### src/rtl/pipelined_complex_div_if.sv
// Operand/result handshake bundle for the sequential complex divider.
// Master drives operands and out_ready; slave returns the quotient.
interface pipelined_complex_div_if #(
    parameter int FRAC = 8
) ();
    localparam int OW = 17 + FRAC;

    logic                 in_valid;
    logic                 in_ready;
    logic signed [7:0]    a;
    logic signed [7:0]    b;
    logic signed [7:0]    c;
    logic signed [7:0]    d;
    logic                 out_valid;
    logic                 out_ready;
    logic signed [OW-1:0] real_out;
    logic signed [OW-1:0] imag_out;
    logic                 div_by_zero;

    modport master (
        output in_valid, a, b, c, d, out_ready,
        input  in_ready, out_valid, real_out, imag_out, div_by_zero
    );

    modport slave (
        input  in_valid, a, b, c, d, out_ready,
        output in_ready, out_valid, real_out, imag_out, div_by_zero
    );
endinterface

### src/rtl/pipelined_complex_div.sv
// Sequential complex divider Q = (a+jb)/(c+jd), signed fixed-point result.
// Both quotient halves share one denominator and divide in lockstep.
module pipelined_complex_div #(
    parameter int FRAC = 8
) (
    input logic clk,
    input logic rst,
    pipelined_complex_div_if.slave io
);
    localparam int OW      = 17 + FRAC;
    localparam int DW      = 16 + FRAC;
    localparam int DIV_CYC = 16 + FRAC;
    localparam int CW      = $clog2(DIV_CYC + 1);

    typedef enum logic [1:0] {IDLE, PREP, DIV, DONE} state_t;

    state_t               state_q, state_d;
    logic signed [7:0]    a_q, a_d, b_q, b_d, c_q, c_d, d_q, d_d;
    logic [15:0]          den_q, den_d;
    logic [15:0]          rem_re_q, rem_re_d, rem_im_q, rem_im_d;
    logic [DW-1:0]        quo_re_q, quo_re_d, quo_im_q, quo_im_d;
    logic                 neg_re_q, neg_re_d, neg_im_q, neg_im_d;
    logic [CW-1:0]        cnt_q, cnt_d;
    logic                 out_valid_q, out_valid_d;
    logic signed [OW-1:0] real_q, real_d, imag_q, imag_d;
    logic                 dz_q, dz_d;

    logic signed [15:0]   p_ac, p_bd, p_bc, p_ad, p_cc, p_dd;
    logic signed [16:0]   nre, nim;
    logic [15:0]          den, mag_re, mag_im;
    logic [16+DW-1:0]     st_re, st_im;
    logic signed [OW-1:0] re_abs, im_abs;

    // Remainder stays below den, so 16 bits hold it between steps.
    function automatic logic [16+DW-1:0] div_step(
        input logic [15:0]   rem,
        input logic [DW-1:0] quo,
        input logic [15:0]   dv
    );
        logic [16:0] trial;
        trial = {rem, quo[DW-1]};
        if (trial >= {1'b0, dv})
            return {16'(trial - {1'b0, dv}), quo[DW-2:0], 1'b1};
        return {trial[15:0], quo[DW-2:0], 1'b0};
    endfunction

    assign p_ac   = a_q * c_q;
    assign p_bd   = b_q * d_q;
    assign p_bc   = b_q * c_q;
    assign p_ad   = a_q * d_q;
    assign p_cc   = c_q * c_q;
    assign p_dd   = d_q * d_q;
    assign nre    = 17'(p_ac) + 17'(p_bd);
    assign nim    = 17'(p_bc) - 17'(p_ad);
    assign den    = 16'(p_cc) + 16'(p_dd);
    assign mag_re = nre[16] ? 16'(-nre) : nre[15:0];
    assign mag_im = nim[16] ? 16'(-nim) : nim[15:0];
    assign st_re  = div_step(rem_re_q, quo_re_q, den_q);
    assign st_im  = div_step(rem_im_q, quo_im_q, den_q);
    assign re_abs = OW'(quo_re_q);
    assign im_abs = OW'(quo_im_q);

    always_comb begin
        state_d     = state_q;
        a_d         = a_q;
        b_d         = b_q;
        c_d         = c_q;
        d_d         = d_q;
        den_d       = den_q;
        rem_re_d    = rem_re_q;
        rem_im_d    = rem_im_q;
        quo_re_d    = quo_re_q;
        quo_im_d    = quo_im_q;
        neg_re_d    = neg_re_q;
        neg_im_d    = neg_im_q;
        cnt_d       = cnt_q;
        out_valid_d = out_valid_q;
        real_d      = real_q;
        imag_d      = imag_q;
        dz_d        = dz_q;
        unique case (state_q)
            IDLE: begin
                if (io.in_valid) begin
                    a_d     = io.a;
                    b_d     = io.b;
                    c_d     = io.c;
                    d_d     = io.d;
                    state_d = PREP;
                end
            end
            PREP: begin
                den_d    = den;
                neg_re_d = nre[16];
                neg_im_d = nim[16];
                rem_re_d = '0;
                rem_im_d = '0;
                quo_re_d = {mag_re, {FRAC{1'b0}}};
                quo_im_d = {mag_im, {FRAC{1'b0}}};
                cnt_d    = '0;
                state_d  = DIV;
            end
            DIV: begin
                // Zero denominator is resolved on the first DIV cycle.
                if (den_q == '0) begin
                    real_d      = '0;
                    imag_d      = '0;
                    dz_d        = 1'b1;
                    out_valid_d = 1'b1;
                    state_d     = DONE;
                end else if (cnt_q == CW'(DIV_CYC)) begin
                    real_d      = neg_re_q ? -re_abs : re_abs;
                    imag_d      = neg_im_q ? -im_abs : im_abs;
                    dz_d        = 1'b0;
                    out_valid_d = 1'b1;
                    state_d     = DONE;
                end else begin
                    {rem_re_d, quo_re_d} = st_re;
                    {rem_im_d, quo_im_d} = st_im;
                    cnt_d = cnt_q + 1'b1;
                end
            end
            DONE: begin
                if (io.out_ready) begin
                    out_valid_d = 1'b0;
                    state_d     = IDLE;
                end
            end
            default: state_d = IDLE;
        endcase
    end

    always_ff @(posedge clk or posedge rst) begin
        if (rst) begin
            state_q     <= IDLE;
            a_q         <= '0;
            b_q         <= '0;
            c_q         <= '0;
            d_q         <= '0;
            den_q       <= '0;
            rem_re_q    <= '0;
            rem_im_q    <= '0;
            quo_re_q    <= '0;
            quo_im_q    <= '0;
            neg_re_q    <= 1'b0;
            neg_im_q    <= 1'b0;
            cnt_q       <= '0;
            out_valid_q <= 1'b0;
            real_q      <= '0;
            imag_q      <= '0;
            dz_q        <= 1'b0;
        end else begin
            state_q     <= state_d;
            a_q         <= a_d;
            b_q         <= b_d;
            c_q         <= c_d;
            d_q         <= d_d;
            den_q       <= den_d;
            rem_re_q    <= rem_re_d;
            rem_im_q    <= rem_im_d;
            quo_re_q    <= quo_re_d;
            quo_im_q    <= quo_im_d;
            neg_re_q    <= neg_re_d;
            neg_im_q    <= neg_im_d;
            cnt_q       <= cnt_d;
            out_valid_q <= out_valid_d;
            real_q      <= real_d;
            imag_q      <= imag_d;
            dz_q        <= dz_d;
        end
    end

    assign io.in_ready    = (state_q == IDLE);
    assign io.out_valid   = out_valid_q;
    assign io.real_out    = real_q;
    assign io.imag_out    = imag_q;
    assign io.div_by_zero = dz_q;
endmodule

### src/flat_wrapper.sv
// flat-port wrapper written by rule: the top's interface ports become plain ports
module pipelined_complex_div_flat 
#(
    parameter int FRAC = 8
)
  (clk, rst, io_in_valid, io_a, io_b, io_c, io_d, io_out_ready, io_in_ready, io_out_valid, io_real_out, io_imag_out, io_div_by_zero);
  pipelined_complex_div_if #(.FRAC(FRAC)) io_i ();
  input logic clk;
  input logic rst;
  input wire logic [$bits(io_i.in_valid)-1:0] io_in_valid;
  input wire logic [$bits(io_i.a)-1:0] io_a;
  input wire logic [$bits(io_i.b)-1:0] io_b;
  input wire logic [$bits(io_i.c)-1:0] io_c;
  input wire logic [$bits(io_i.d)-1:0] io_d;
  input wire logic [$bits(io_i.out_ready)-1:0] io_out_ready;
  output wire logic [$bits(io_i.in_ready)-1:0] io_in_ready;
  output wire logic [$bits(io_i.out_valid)-1:0] io_out_valid;
  output wire logic [$bits(io_i.real_out)-1:0] io_real_out;
  output wire logic [$bits(io_i.imag_out)-1:0] io_imag_out;
  output wire logic [$bits(io_i.div_by_zero)-1:0] io_div_by_zero;
  assign io_i.in_valid = io_in_valid;
  assign io_i.a = io_a;
  assign io_i.b = io_b;
  assign io_i.c = io_c;
  assign io_i.d = io_d;
  assign io_i.out_ready = io_out_ready;
  assign io_in_ready = io_i.in_ready;
  assign io_out_valid = io_i.out_valid;
  assign io_real_out = io_i.real_out;
  assign io_imag_out = io_i.imag_out;
  assign io_div_by_zero = io_i.div_by_zero;
  pipelined_complex_div #(.FRAC(FRAC)) u_core (.clk(clk), .rst(rst), .io(io_i));
endmodule
### config.mk
export PLATFORM = sky130hd
export DESIGN_NAME = pipelined_complex_div_flat
export DESIGN_NICKNAME = d
export VERILOG_FILES = /design/src/rtl/pipelined_complex_div_if.sv /design/src/rtl/pipelined_complex_div.sv /design/src/flat_wrapper.sv
export SDC_FILE = /design/constraint.sdc
export NUM_CORES = 2
export LEC_CHECK = 0
export CORE_MARGIN = 1
export CORE_UTILIZATION = 62
export DETAILED_ROUTE_END_ITERATION = 12
export HOLD_SLACK_MARGIN = 0.06
export PLACE_DENSITY = 0.79
export SLEW_MARGIN = 20
export SYNTH_ARGS = -nofsm -noshare
export SYNTH_HDL_FRONTEND = slang
export SYNTH_SLANG_ARGS = --single-unit
### constraint.sdc
create_clock -name clk -period 17.95 [get_ports clk]
set_input_delay 4.4875 -clock clk [delete_from_list [all_inputs] [get_ports clk]]
set_output_delay 4.4875 -clock clk [all_outputs]
set_load 0.02 [all_outputs]
==> reports/metrics.yaml <==
whs_ns: 0.485
hpwl_mm: 43.0
fillers: 3206
die_h_um: 205
grt_first_pass_wirelength_mm: 96.7
final_common_cell: "inv_1"
syn_area_um2: 25500
cts.clk_slew.worst_paths_ns: 0.08
max_slew_margin: 0.304
max_cap_violations: 0
cts.sinks: 189
crit_path_start_kind: "register"
drc: 0
avgSynthCellArea_um2: 9.35
cts_resized: 0
use_met1: 0.385
track_usage: 0.293
cts_setup_buffers: 0
rows: 73
ys.flop_type: "dfrtp_1"
synth_cell_types: 63
yosysWarningCount: 0
min_period_ns: 8.24
holdBufCountCts: 0
place_congestion: 0.903
hold_end: "u_core.io.imag_out[18]"
multi_input_area_um2: 18500
routed_wl_mm: 56.4
syn_inst: 2732
fmax_mhz: 121
regArea_um2: 4730
worst_setup_path_end_kind: "register"
final_cell_mix: "inv_1 (525), fa_1 (399), nand2_1 (271)"
core_area_um2: 40200
synth-async-reset-ratio: 1.00
antenna_found_initial: 0
worstPathRequired_ns: 18.38
clock_skew_ns: 0.00904
timing.rr.start: "u_core.c_q[7]"
wl_per_cell_um: 17.2
worst_skew_pair.late_latency_ns: 0.49
reg2reg_slack_ns: 9.71
worstSetupPathType: "reg -> reg"
portBuffers: 88
nets: 3378
drt-vias-per-instance: 5.66
synth.yosys.seq_area_share: 0.185
syn2layout_area_growth_pct: 7.25
fp.dieW_um: 205
hold_class: "reg -> reg"
timing.final.crit_share: 0.459
report.final.slew_viol_count: 0
hold_viol: 0
cts_tree: "yes"
drtPass1Iterations: 5
grt_overflow: 0
ios: 89
drtAntennaViolNets: 0
drt-initial-drc-count: 1237
synth_fp_nets: 3364
clk_path_buf_depth: 2
use_met2: 0.496
htreeDepth: 4
status: "completed"
cts_made_buffers: 17
cp_data_arrival_time_ns: 8.67
grtUsageMet3: 0.0506
min_path_cells: 2
ff2ff_path_depth: 22
pre_cts_slack_ns: 9.83
cts-root-buf: "clkbuf_16"
top_usage_layer: "met2"
hold_start: "u_core.io.imag_out[18]"
dieArea_um2: 42000
synth_seq_cells: 189
start_util: 0.636
fin_setup_tns_ns: 0
synth_edf_count: 0
crit_fanout: 21
grt_pass1_vias: 19664
timing.rr.end: "u_core.quo_im_q[17]"
drive_gt1_frac: 0.0352
setup_viol: 0
rsz0062_at_grt: "no"
setup_slack_ns: 9.71
grt_max_degree: 132
worst_slew_pin_slew_ns: 1.04
antenna_cells: 0
vias: 18568
-- how the worst max path moves through the flow --
stage          cells after the start                  end           from
5_1_grt                           22  u_core.quo_im_q[13]  u_core.c_q[7]
6_report                          22  u_core.quo_im_q[17]  u_core.c_q[7]
3_3_place_gp                      22  u_core.quo_im_q[13]  u_core.c_q[7]
2_1_floorplan                      1        u_core.a_q[0]            rst
3_5_place_dp                      22  u_core.quo_im_q[14]  u_core.c_q[7]
4_1_cts                           22  u_core.quo_im_q[14]  u_core.c_q[7]
-- sequential cells by signal (all words and copies together) (netlist names) --
signal                 count
u_core.cnt_q               5
u_core.rem_re_q           16
u_core.den_q              16
u_core.state_q             2
u_core.c_q                 8
u_core.rem_im_q           16
u_core.io.out_valid        1
u_core.neg_re_q            1
u_core.quo_re_q           24
u_core.io.real_out        25
u_core.io.div_by_zero      1
u_core.neg_im_q            1
u_core.a_q                 8
u_core.io.imag_out        25
u_core.b_q                 8
u_core.quo_im_q           24
u_core.d_q                 8
-- logic make-up (layout without fill, tap and decap cells) --
| group | count (synthesis) | count (layout) | synth area share |
|---|---|---|---|
| and+or+nand+nor | 686 | 686 | 0.133 |
| buffers and inverters | 636 | 662 | 0.0935 |
| adders and majority gates | 596 | 596 | 0.409 |
| AOI/OAI and AO/OA | 390 | 390 | 0.0937 |
| DFF | 189 | 189 | 0.185 |
| xor gates and xnor gates | 167 | 167 | 0.0573 |
| muxes | 68 | 68 | 0.0284 |
-- Yosys cell counts (all sizes together) (12+ instances only) --
master	count	area, um2
or4	15	120
nor3	17	85.1
mux2i	33	330
and2	184	1150
fa	399	7990
nor2	86	323
a22o	12	105
and3	12	75.1
inv	526	1970
nand2	274	1030
nor2b	19	119
nand2b	24	150
o22ai	17	106
ha	197	2460
a21o	18	135
mux2	35	394
o21bai	12	90.1
clkbuf	101	379
nand3	22	110
o31ai	33	248
xor2	73	639
xnor2	94	823
o21ai	145	726
dfrtp	189	4730
a21oi	88	440
-- per-layer routing --
layer / vias up / part of all wire
met1: 9325 / 0.42
li1: 8598 / -
met4: 0 / 0.022
met2: 564 / 0.50
met5: - / 0
met3: 81 / 0.063
-- worst max-delay path: stages (launching register included) --
cell      delay [ns]
dfrtp_1         0.71
clkinv_1        0.90
nor2_1          0.36
fa_1            0.46
inv_1           0.08
fa_1            0.43
fa_1            0.52
inv_1           0.05
fa_1            0.49
fa_1            0.49
inv_1           0.05
fa_1            0.47
inv_1           0.04
ha_1            0.33
and3_1          0.22
o21ai_0         0.09
a21oi_1         0.26
o21ai_0         0.19
o21ai_0         0.55
xor2_1          0.73
a21oi_1         0.13
o311ai_0        0.42
o21a_1          0.18
-- through the flow --
stage	area [um2]	utilization	instances
3_5_place_dp	26800	0.667	3252
6_report	27400	0.682	3283
2_1_floorplan	25500	-	2732
4_1_cts	27400	0.681	3283
5_1_grt	27400	0.682	3283
3_3_place_gp	26800	0.667	3252
-- final cells by class --
type | instances | share of cell area
multi-input combinational | 1907 | 0.674
clock buffer | 18 | 0.0157
clock inverter | 13 | 0.00484
tap | 525 | 0.0240
sequential | 189 | 0.173
inverter | 527 | 0.0725
timing repair buffer | 104 | 0.0365
Power is left out: the tool's default activity adds up to more than one toggle a clock period on the data nets, which glitch-free logic cannot reach.
